File: src/rtl/pipe_stage_skid.sv
`default_nettype none
// ============================================================================
// Module   : pipe_stage_skid
// Purpose  : Pipeline stage register with valid/ready handshake, 2-entry skid
//            buffer, synchronous flush, bubble-masked control field and a
//            saturating bubble counter.
// Revision : 1.0 - initial release
// ============================================================================
module pipe_stage_skid #(
  parameter int CTRL_W = 9,
  parameter int DATA_W = 111,
  parameter int CNT_W  = 16
) (
  input  logic              clk,
  input  logic              rst,
  input  logic              flush,
  input  logic              in_valid,
  output logic              in_ready,
  input  logic [CTRL_W-1:0] in_ctrl,
  input  logic [DATA_W-1:0] in_data,
  output logic              out_valid,
  input  logic              out_ready,
  output logic [CTRL_W-1:0] out_ctrl,
  output logic [DATA_W-1:0] out_data,
  output logic [1:0]        occupancy,
  output logic [CNT_W-1:0]  bubble_cnt
);

  // Occupancy doubles as the state encoding.
  typedef enum logic [1:0] {
    EMPTY = 2'd0,
    ONE   = 2'd1,
    FULL  = 2'd2
  } state_t;

  state_t              state_q, state_d;
  logic [CTRL_W-1:0]   main_ctrl_q, main_ctrl_d;
  logic [DATA_W-1:0]   main_data_q, main_data_d;
  logic [CTRL_W-1:0]   skid_ctrl_q, skid_ctrl_d;
  logic [DATA_W-1:0]   skid_data_q, skid_data_d;
  logic                in_ready_q;
  logic                out_valid_q;
  logic [CNT_W-1:0]    bubble_q, bubble_d;
  logic                in_fire;
  logic                out_fire;

  assign in_fire  = in_valid & in_ready_q;
  assign out_fire = out_valid_q & out_ready;

  // Next-state and storage steering; flush wins over every handshake move.
  always_comb begin
    state_d     = state_q;
    main_ctrl_d = main_ctrl_q;
    main_data_d = main_data_q;
    skid_ctrl_d = skid_ctrl_q;
    skid_data_d = skid_data_q;
    if (flush) begin
      state_d = EMPTY;
    end else begin
      case (state_q)
        EMPTY: begin
          if (in_fire) begin
            main_ctrl_d = in_ctrl;
            main_data_d = in_data;
            state_d     = ONE;
          end
        end
        ONE: begin
          if (in_fire && out_fire) begin
            main_ctrl_d = in_ctrl;
            main_data_d = in_data;
          end else if (in_fire) begin
            skid_ctrl_d = in_ctrl;
            skid_data_d = in_data;
            state_d     = FULL;
          end else if (out_fire) begin
            state_d = EMPTY;
          end
        end
        FULL: begin
          if (out_fire) begin
            main_ctrl_d = skid_ctrl_q;
            main_data_d = skid_data_q;
            state_d     = ONE;
          end
        end
        default: state_d = EMPTY;
      endcase
    end
    // Held control is scrubbed whenever the stage goes empty.
    if (state_d == EMPTY) begin
      main_ctrl_d = '0;
    end
  end

  // Bubble counter: counts cycles with no valid output, saturating.
  always_comb begin
    bubble_d = bubble_q;
    if (!out_valid_q && (bubble_q != {CNT_W{1'b1}})) begin
      bubble_d = bubble_q + 1'b1;
    end
  end

  // State, payload and handshake registers; ready/valid are precomputed from
  // the next state so no combinational path reaches in_ready.
  always_ff @(posedge clk) begin
    if (!rst) begin
      state_q     <= EMPTY;
      main_ctrl_q <= '0;
      main_data_q <= '0;
      skid_ctrl_q <= '0;
      skid_data_q <= '0;
      in_ready_q  <= 1'b1;
      out_valid_q <= 1'b0;
      bubble_q    <= '0;
    end else begin
      state_q     <= state_d;
      main_ctrl_q <= main_ctrl_d;
      main_data_q <= main_data_d;
      skid_ctrl_q <= skid_ctrl_d;
      skid_data_q <= skid_data_d;
      in_ready_q  <= (state_d != FULL);
      out_valid_q <= (state_d != EMPTY);
      bubble_q    <= bubble_d;
    end
  end

  assign in_ready   = in_ready_q;
  assign out_valid  = out_valid_q;
  assign out_ctrl   = out_valid_q ? main_ctrl_q : '0;
  assign out_data   = main_data_q;
  assign occupancy  = state_q;
  assign bubble_cnt = bubble_q;

endmodule
`default_nettype wire

File: config.mk
export PLATFORM = sky130hd
export DESIGN_NAME = pipe_stage_skid
export DESIGN_NICKNAME = d
export VERILOG_FILES = /design/src/rtl/pipe_stage_skid.sv
export SDC_FILE = /design/constraint.sdc
export NUM_CORES = 1
export LEC_CHECK = 0
export BUFFER_PORTS_ARGS = -buffer_cell sky130_fd_sc_hd__buf_2
export CAP_MARGIN = 40
export CORE_MARGIN = 5
export CORE_UTILIZATION = 35
export DETAILED_ROUTE_END_ITERATION = 10
export SKIP_CTS_REPAIR_TIMING = 1
export SYNTH_ARGS = -nofsm -noshare
export SYNTH_HDL_FRONTEND = slang
export SYNTH_SLANG_ARGS = --single-unit
File: constraint.sdc
create_clock -name clk -period 1.6 [get_ports clk]
set_input_delay 0.32 -clock clk [delete_from_list [all_inputs] [get_ports clk]]
set_output_delay 0.32 -clock clk [all_outputs]
set_load 0.05 [all_outputs]
==> results of run 1 <==
## metrics by stage
stage | power, mW | hold slack (ns)
detailed placement | 9.13 | 0.446
CTS | 15.8 | 0.00346
floorplan | 8.38 | 0.437
global route | 16.5 | 0.0165
finish | 15.8 | 0.0356
global placement | 9.10 | 0.441
## metal layers
| layer | part of all wire | wire length [um] |
|---|---|---|
| met1 | 0.44 | 14900 |
| met4 | 0.018 | 619 |
| met3 | 0.070 | 2360 |
| met2 | 0.47 | 15700 |
| met5 | 0.0013 | 43 |
## final timing paths
check                           slack (ns)               to       startpoint  depth (start not counted)
worst max register to register       -0.19   main_ctrl_q[1]     occupancy[0]                          7
worst min-delay path                  0.04   skid_data_q[2]       in_data[2]                          3
worst min register to register        0.45  skid_data_q[94]  skid_data_q[94]                          2
worst max-delay path                 -0.19   main_ctrl_q[1]     occupancy[0]                          7
## registers in the layout (all words and copies together) (netlist names)
register / flops
in_ready: 1
skid_data_q: 111
skid_ctrl_q: 9
out_valid: 1
bubble_cnt: 16
out_data: 111
occupancy: 2
main_ctrl_q: 9
## cell type report
type | count | area [sq um]
Timing Repair Buffer | 368 | 2880
Multi-Input combinational cell | 949 | 4870
Inverter | 4 | 20.0
Clock buffer | 41 | 875
Sequential cell | 260 | 5260
Clock inverter | 10 | 86.3
Antenna cell | 3 | 7.51
Fill cell | 2801 | 14300
Tap cell | 384 | 480
## cell families (layout without fill, tap and decap cells)
| logic type | Yosys count | after routing | share of synthesized area |
|---|---|---|---|
| AND/OR/NAND/NOR | 669 | 670 | 0.261 |
| AO/OA/AOI/OAI | 275 | 275 | 0.183 |
| flip-flops | 260 | 260 | 0.508 |
| buffers and inverters | 113 | 423 | 0.0429 |
| multiplexers | 3 | 3 | 0.00293 |
| adder cells (fa/ha/maj) | 1 | 1 | 0.00122 |
| other | 0 | 3 | 0 |
## cell usage in the layout, fill, tap and decap left out, drive strengths merged, types with 3 or more instances in the layout
| master | synthesis | routed |
|---|---|---|
| diode | 0 | 3 |
| nor4 | 3 | 3 |
| nand3 | 3 | 3 |
| nand2 | 491 | 491 |
| o31ai | 4 | 4 |
| mux2i | 3 | 3 |
| clkbuf | 97 | 56 |
| dfxtp | 260 | 260 |
| nand2b | 6 | 6 |
| a311oi | 120 | 120 |
| a21oi | 133 | 133 |
| inv | 4 | 4 |
| clkinv | 0 | 9 |
| and2 | 11 | 11 |
| nor2 | 126 | 126 |
| nand4 | 5 | 5 |
| o21bai | 3 | 3 |
| or3 | 6 | 6 |
| o21ai | 7 | 7 |
| buf | 12 | 352 |
## critical path, stage by stage (launching register included)
cell and delay [ns]:
dfxtp_4 0.34, nand2b_4 0.14, o32ai_4 0.39, buf_12 0.21, buf_4 0.14, clkbuf_16 0.17, nor2_1 0.05, a311oi_1 0.23
## power groups by stage
stage          clock [mW]  sequential [mW]  combinational, mW
3_3_place_gp            0             7.00               2.10
3_5_place_dp            0             7.00               2.12
2_1_floorplan           0             7.73              0.653
6_report             6.63             6.87               2.33
4_1_cts              6.80             6.86               2.13
5_1_grt              7.06             6.90               2.50
==> metrics.md, run 1 <==
| Metric | Value |
|---|---|
| Synthesized flop and latch total | `260` |
| Largest cells by area after synthesis | `dfxtp_1, nand2_1, a311oi_1` |
| PnR worst setup slack | `-0.191 ns` |
| Most common cell in the netlist | `nand2_1` |
| TritonCTS clock tree | `yes` |
| Upper clock frequency limit | `around 0.56 GHz` |
| RePlAce Congestion | `0.805` |
| Via density | `between 5 and 6` |
| Sequential element share of the synthesized area | `0.508` |
| Synth unique cells | `41` |
| Min-delay worst type | `primary input to register` |
| P_leak | `5.89 nW` |
| Post-route clock period utilization | `1.12` |
| Pre-Repair DR Iteration Count | `5` |
| FFs w/ async S/R, synth | `0` |
| Pin count of the biggest net entering global routing | `around 120` |
| Layout cell share with drive strength beyond 1 | `0.297` |
| Rows | `62` |
| Clock root cell | `clkbuf_16` |
| Initial core utilization | `0.356` |
| Cell accounting for the most synthesized area | `dfxtp_1` |
| Minimum clock period | `around 1.8 ns` |
| P&R area growth vs syn | `41.4%` |
| Worst Tran Pin Value | `a little under 0.5 ns` |
| GRT met1 Usage | `0.236` |
| Gr ovfl total | `0` |
| Die area | `between 30,000 and 40,000 sq um` |
| Peak supply drop | `0.702 mV` |
| Initial antenna violation count | `7` |
| Max-slew violations | `0` |
| Crit. End Element | `register` |
| Reported net switching power | `about 4.4 mW` |
| RSZ-0062 raised after global routing | `true` |
| Die W | `about 180 um` |
| Final hold vios | `0` |
| Post-synth top flop | `dfxtp_1` |
| Setup tns final | `-4.47 ns` |
| YS warnings | `0` |
| Post-synth EDFFs | `0` |
| Utilization after layout | `0.503` |
| Synth Instances | `1,321` |
| CP max FO | `14` |
| Syn Nets | `around 1.4k` |
| Seq pwr share | `0.434` |
| Final wirelength | `about 34,000 um` |
| Outcome | `finished, violations left` |
| Worst EP required | `slightly above 2 ns` |
| TritonCTS Buffers | `28` |
| Mapped cell area | `10,200 sq um` |
| DRC | `0` |
| Clock Tree Buf Depth | `3` |
| Share of the synthesized area in the top cell type | `0.508` |
| Crit path DAT | `about 2.2 ns` |
| Via count | `10.2k` |
| Cells after DPL | `~1.9k` |
| Pre-CTS setup slack | `-0.137 ns` |
| Worst setup path class | `register to register` |
| First-pass GRT wire length | `approximately 50,000 um` |
| Antenna viol nets, final | `0` |
| Slew margin rel. | `0.674` |
| Area after DPL | `12,600 sq um` |
| Clk pin slew, worst setup/hold paths | `approximately 0.06 ns` |
| Gr usage total | `0.178` |
| DRT iter0 DRCs | `778` |
| Ports | `265` |
| Nets | `1,737` |
| Die Ht | `roughly 180 um` |
| Met2 Usage GRT | `0.297` |
| Post-synth top cells | `nand2_1, dfxtp_1, a21oi_1, nor2_1, a311oi_1` |
| Startpoint type of the worst setup path | `register` |
| Post-Syn Area per Cell | `7.75 sq um` |
| Number of global-route vias before repair | `~9.5k` |
| Met3 Usage GRT | `0.0398` |
| Worst Clk Skew | `about 0.0064 ns` |
| Failing checks | `setup timing` |
| Max Cap Viol | `0` |
| Final std cells w/o fill | `between 2k and 2.5k` |
| Final instance area | `approximately 14,000 sq um` |
| Core area | `between 20,000 and 30,000 sq um` |
| WL per Instance | `~17 um` |
| # H-tree levels | `1` |
| Pwr dens | `~1100 nW/um^2` |
| Global routing's busiest layer | `met2` |
| Final Setup Violations | `99` |
| Clock network power share | `0.419` |
| Pint | `11.5 mW` |
| Logic pwr share | `0.147` |
| HPWL Detailed | `around 20,000 um` |
| Skew-Pair Late Insertion Delay | `about 0.53 ns` |
| Switching part of the total | `0.276` |
| # clock sinks | `260` |
| IO buf count | `about 260` |
Note: power is estimated with default switching activity, not from simulation.
==> run 2, diff against run 1 <==
--- a/config.mk
+++ b/config.mk
@@ -10,7 +10,6 @@
 export CORE_MARGIN = 5
 export CORE_UTILIZATION = 35
 export DETAILED_ROUTE_END_ITERATION = 10
-export SKIP_CTS_REPAIR_TIMING = 1
 export SYNTH_ARGS = -nofsm -noshare
 export SYNTH_HDL_FRONTEND = slang
 export SYNTH_SLANG_ARGS = --single-unit
==> metrics.md, run 2 (synthesis gave the netlist of run 1 again) <==
| Metric | Value |
|---|---|
| Outcome | `finished, violations left` |
| Failing checks | `setup timing` |
| Minimum clock period | `1.74 ns (-0.0484 ns)` |
| Ports | `265 (unchanged)` |
| Hold path start | `in_ctrl[2]` |
| Die Ht | `181 um (unchanged)` |
| Worst Tran Pin Value | `0.486 ns (+0.00110 ns)` |
| Final instance area | `16,200 sq um (+12%)` |
| Clock Tree Buf Depth | `3 (unchanged)` |
| Worst reg-to-reg setup slack | `-0.14 ns (+0.05 ns)` |
| P&R area growth vs syn | `58.3%` |
| Startpoint type of the worst setup path | `register` |
| Gr ovfl total | `0 (unchanged)` |
| Hold Slack | `0.0269 ns (-0.00866 ns)` |
| TritonCTS Buffers | `28 (unchanged)` |
| Initial antenna violation count | `8 (+1)` |
| Max-slew violations | `0 (unchanged)` |
| WL per Instance | `18.1 um (+8.8%)` |
| Die W | `181 um (unchanged)` |
| Clock root cell | `clkbuf_16` |
| Commonest non-fill, non-tap cells in the layout | `nand2_1, dfxtp_1, buf_2` |
| Slew margin rel. | `0.674 (-0.000740)` |
| Via density | `5.21 (+2.7%)` |
| Pre-Repair DR Iteration Count | `5 (unchanged)` |
| Max Cap Viol | `0 (unchanged)` |
| Antenna viol nets, final | `0 (unchanged)` |
| Min-delay worst type | `primary input to register` |
| Post-CTS Hold Fix Bufs | `0` |
| Critical R2R Launch | `out_valid` |
| Commonest non-fill, non-tap cell in the layout | `nand2_1` |
| Die area | `32,800 sq um (unchanged)` |
| Rows | `62 (unchanged)` |
| # H-tree levels | `1 (unchanged)` |
| Pin count of the biggest net entering global routing | `121 (unchanged)` |
| DRT iter0 DRCs | `795 (+2.2%)` |
| Skew-Pair Late Insertion Delay | `0.54 ns (about the same)` |
| Worst r2r path cells | `4 (-3)` |
| Core area | `28,800 sq um (unchanged)` |
| Pwr dens | `1010 nW/um^2 (-7.5%)` |
| Hold worst-path end | `skid_ctrl_q[2]` |
| FF/Latch Area | `5260 sq um (unchanged)` |
| # clock sinks | `260 (unchanged)` |
| Crit. End Element | `register` |
| Layout cell share with drive strength beyond 1 | `0.412 (+0.116)` |
| Upper clock frequency limit | `0.574 GHz (+2.8%)` |
| Multi-input gate area | `5800 sq um (+19%)` |
| Post-route clock period utilization | `1.09 (-0.0302)` |
| Crit path DAT | `2.20 ns (-0.02 ns)` |
| RePlAce Congestion | `0.805 (unchanged)` |
| Number of global-route vias before repair | `9,960 (+5.2%)` |
| RSZ-0062 raised after global routing | `true` |
| Gr usage total | `0.190 (+0.0117)` |
| P_leak | `6.46 nW (+9.6%)` |
| TritonCTS clock tree | `yes` |
| DRC | `0 (unchanged)` |
| Hold Path Depth | `3 (unchanged)` |
| PnR worst setup slack | `-0.143 ns (+0.0484 ns)` |
| Nets | `1,774 (+2.1%)` |
| HPWL Detailed | `19,900 um (unchanged)` |
| Worst EP required | `2.06 ns (+0.03 ns)` |
| Initial core utilization | `0.356 (unchanged)` |
| Worst Clk Skew | `0.00993 ns (+0.00352 ns)` |
| Clk pin slew, worst setup/hold paths | `0.06 ns (about the same)` |
| Final Setup Violations | `147 (+48%)` |
| Fill cells | `2,595 (-7.4%)` |
| IO buf count | `264 (unchanged)` |
| Final wirelength | `37,300 um (+11%)` |
| CP max FO | `6 (-8)` |
| Worst setup path class | `register to register` |
| R2R Path End | `bubble_cnt[11]` |
| Pre-CTS setup slack | `-0.137 ns (unchanged)` |
| Peak supply drop | `0.600 mV (-15%)` |
| Via count | `10.7k (+4.7%)` |
| First-pass GRT wire length | `52,700 um (+5.9%)` |
| Final hold vios | `0 (unchanged)` |
| Area after DPL | `12,600 sq um (unchanged)` |
-- run 2: changes by cell type in the layout (fill, tap and decap cells not counted), sizes merged --
cell / delta
bufbuf: +2
clkbuf: +8
buf: +27
diode: +1
-- run 2: per-stage QoR --
step / setup TNS [ns] / cells / total power, mW / utilization
floorplan: -2.20 / 1321 / 8.38 / -
global placement: -12.93 / 1928 / 9.10 / 0.438
detailed placement: -17.41 / 1928 / 9.13 / 0.438
CTS: -7.96 / 2006 / 16.1 / 0.500
global route: -21.86 / 2057 / 17.0 / 0.563
finish: -6.96 / 2057 / 16.4 / 0.563
-- run 2: what timing repair did --
item,CTS,global route
resized for setup,89,271
cloned,12,29
endpoints found under the setup margin,134,201
pin swaps,18,127
buffers inserted,15,20
-- run 2: per-layer routing --
layer | GRT usage | wire length (um) | vias up | share of wire
met1 | 0.244 | 15800 | 5063 | 0.42
li1 | - | - | 5176 | -
met4 | 0.0609 | 1150 | 8 | 0.031
met3 | 0.0424 | 2700 | 85 | 0.072
met2 | 0.319 | 17600 | 387 | 0.47
met5 | 0 | 43 | - | 0.0012
-- run 2: area by class of cell --
type                            count  area share
Antenna cell                        4    0.000617
Clock buffer                       41      0.0539
Clock inverter                     10     0.00533
Inverter                            4     0.00123
Multi-Input combinational cell    949       0.358
Sequential cell                   260       0.325
Tap cell                          384      0.0296
Timing Repair Buffer              405       0.227
-- run 2: how the worst max path moves through the flow --
stage                             start             end  slack, ns
after floorplan           bubble_cnt[4]  bubble_cnt[11]      -0.16
after global placement        out_valid  bubble_cnt[11]      -0.17
after detailed placement      out_valid  bubble_cnt[11]      -0.14
after CTS                     out_valid  bubble_cnt[11]      -0.15
after global routing       occupancy[0]    out_data[98]      -0.23
final                         out_valid  bubble_cnt[11]      -0.14
-- run 2: worst max-delay path: stages (launching register included) --
cell	delay [ns]
dfxtp_4	0.36
and3b_1	0.22
or4b_4	0.49
or4_1	0.48
a21oi_1	0.13
-- run 2: power breakdown --
| part | total [mW] | switching [mW] | leakage [nW] | internal (mW) |
|---|---|---|---|---|
| Combinational | 2.82 | 1.75 | 3.85 | 1.07 |
| Sequential | 6.92 | 0.197 | 2.13 | 6.72 |
| Clock | 6.65 | 2.70 | 0.479 | 3.96 |
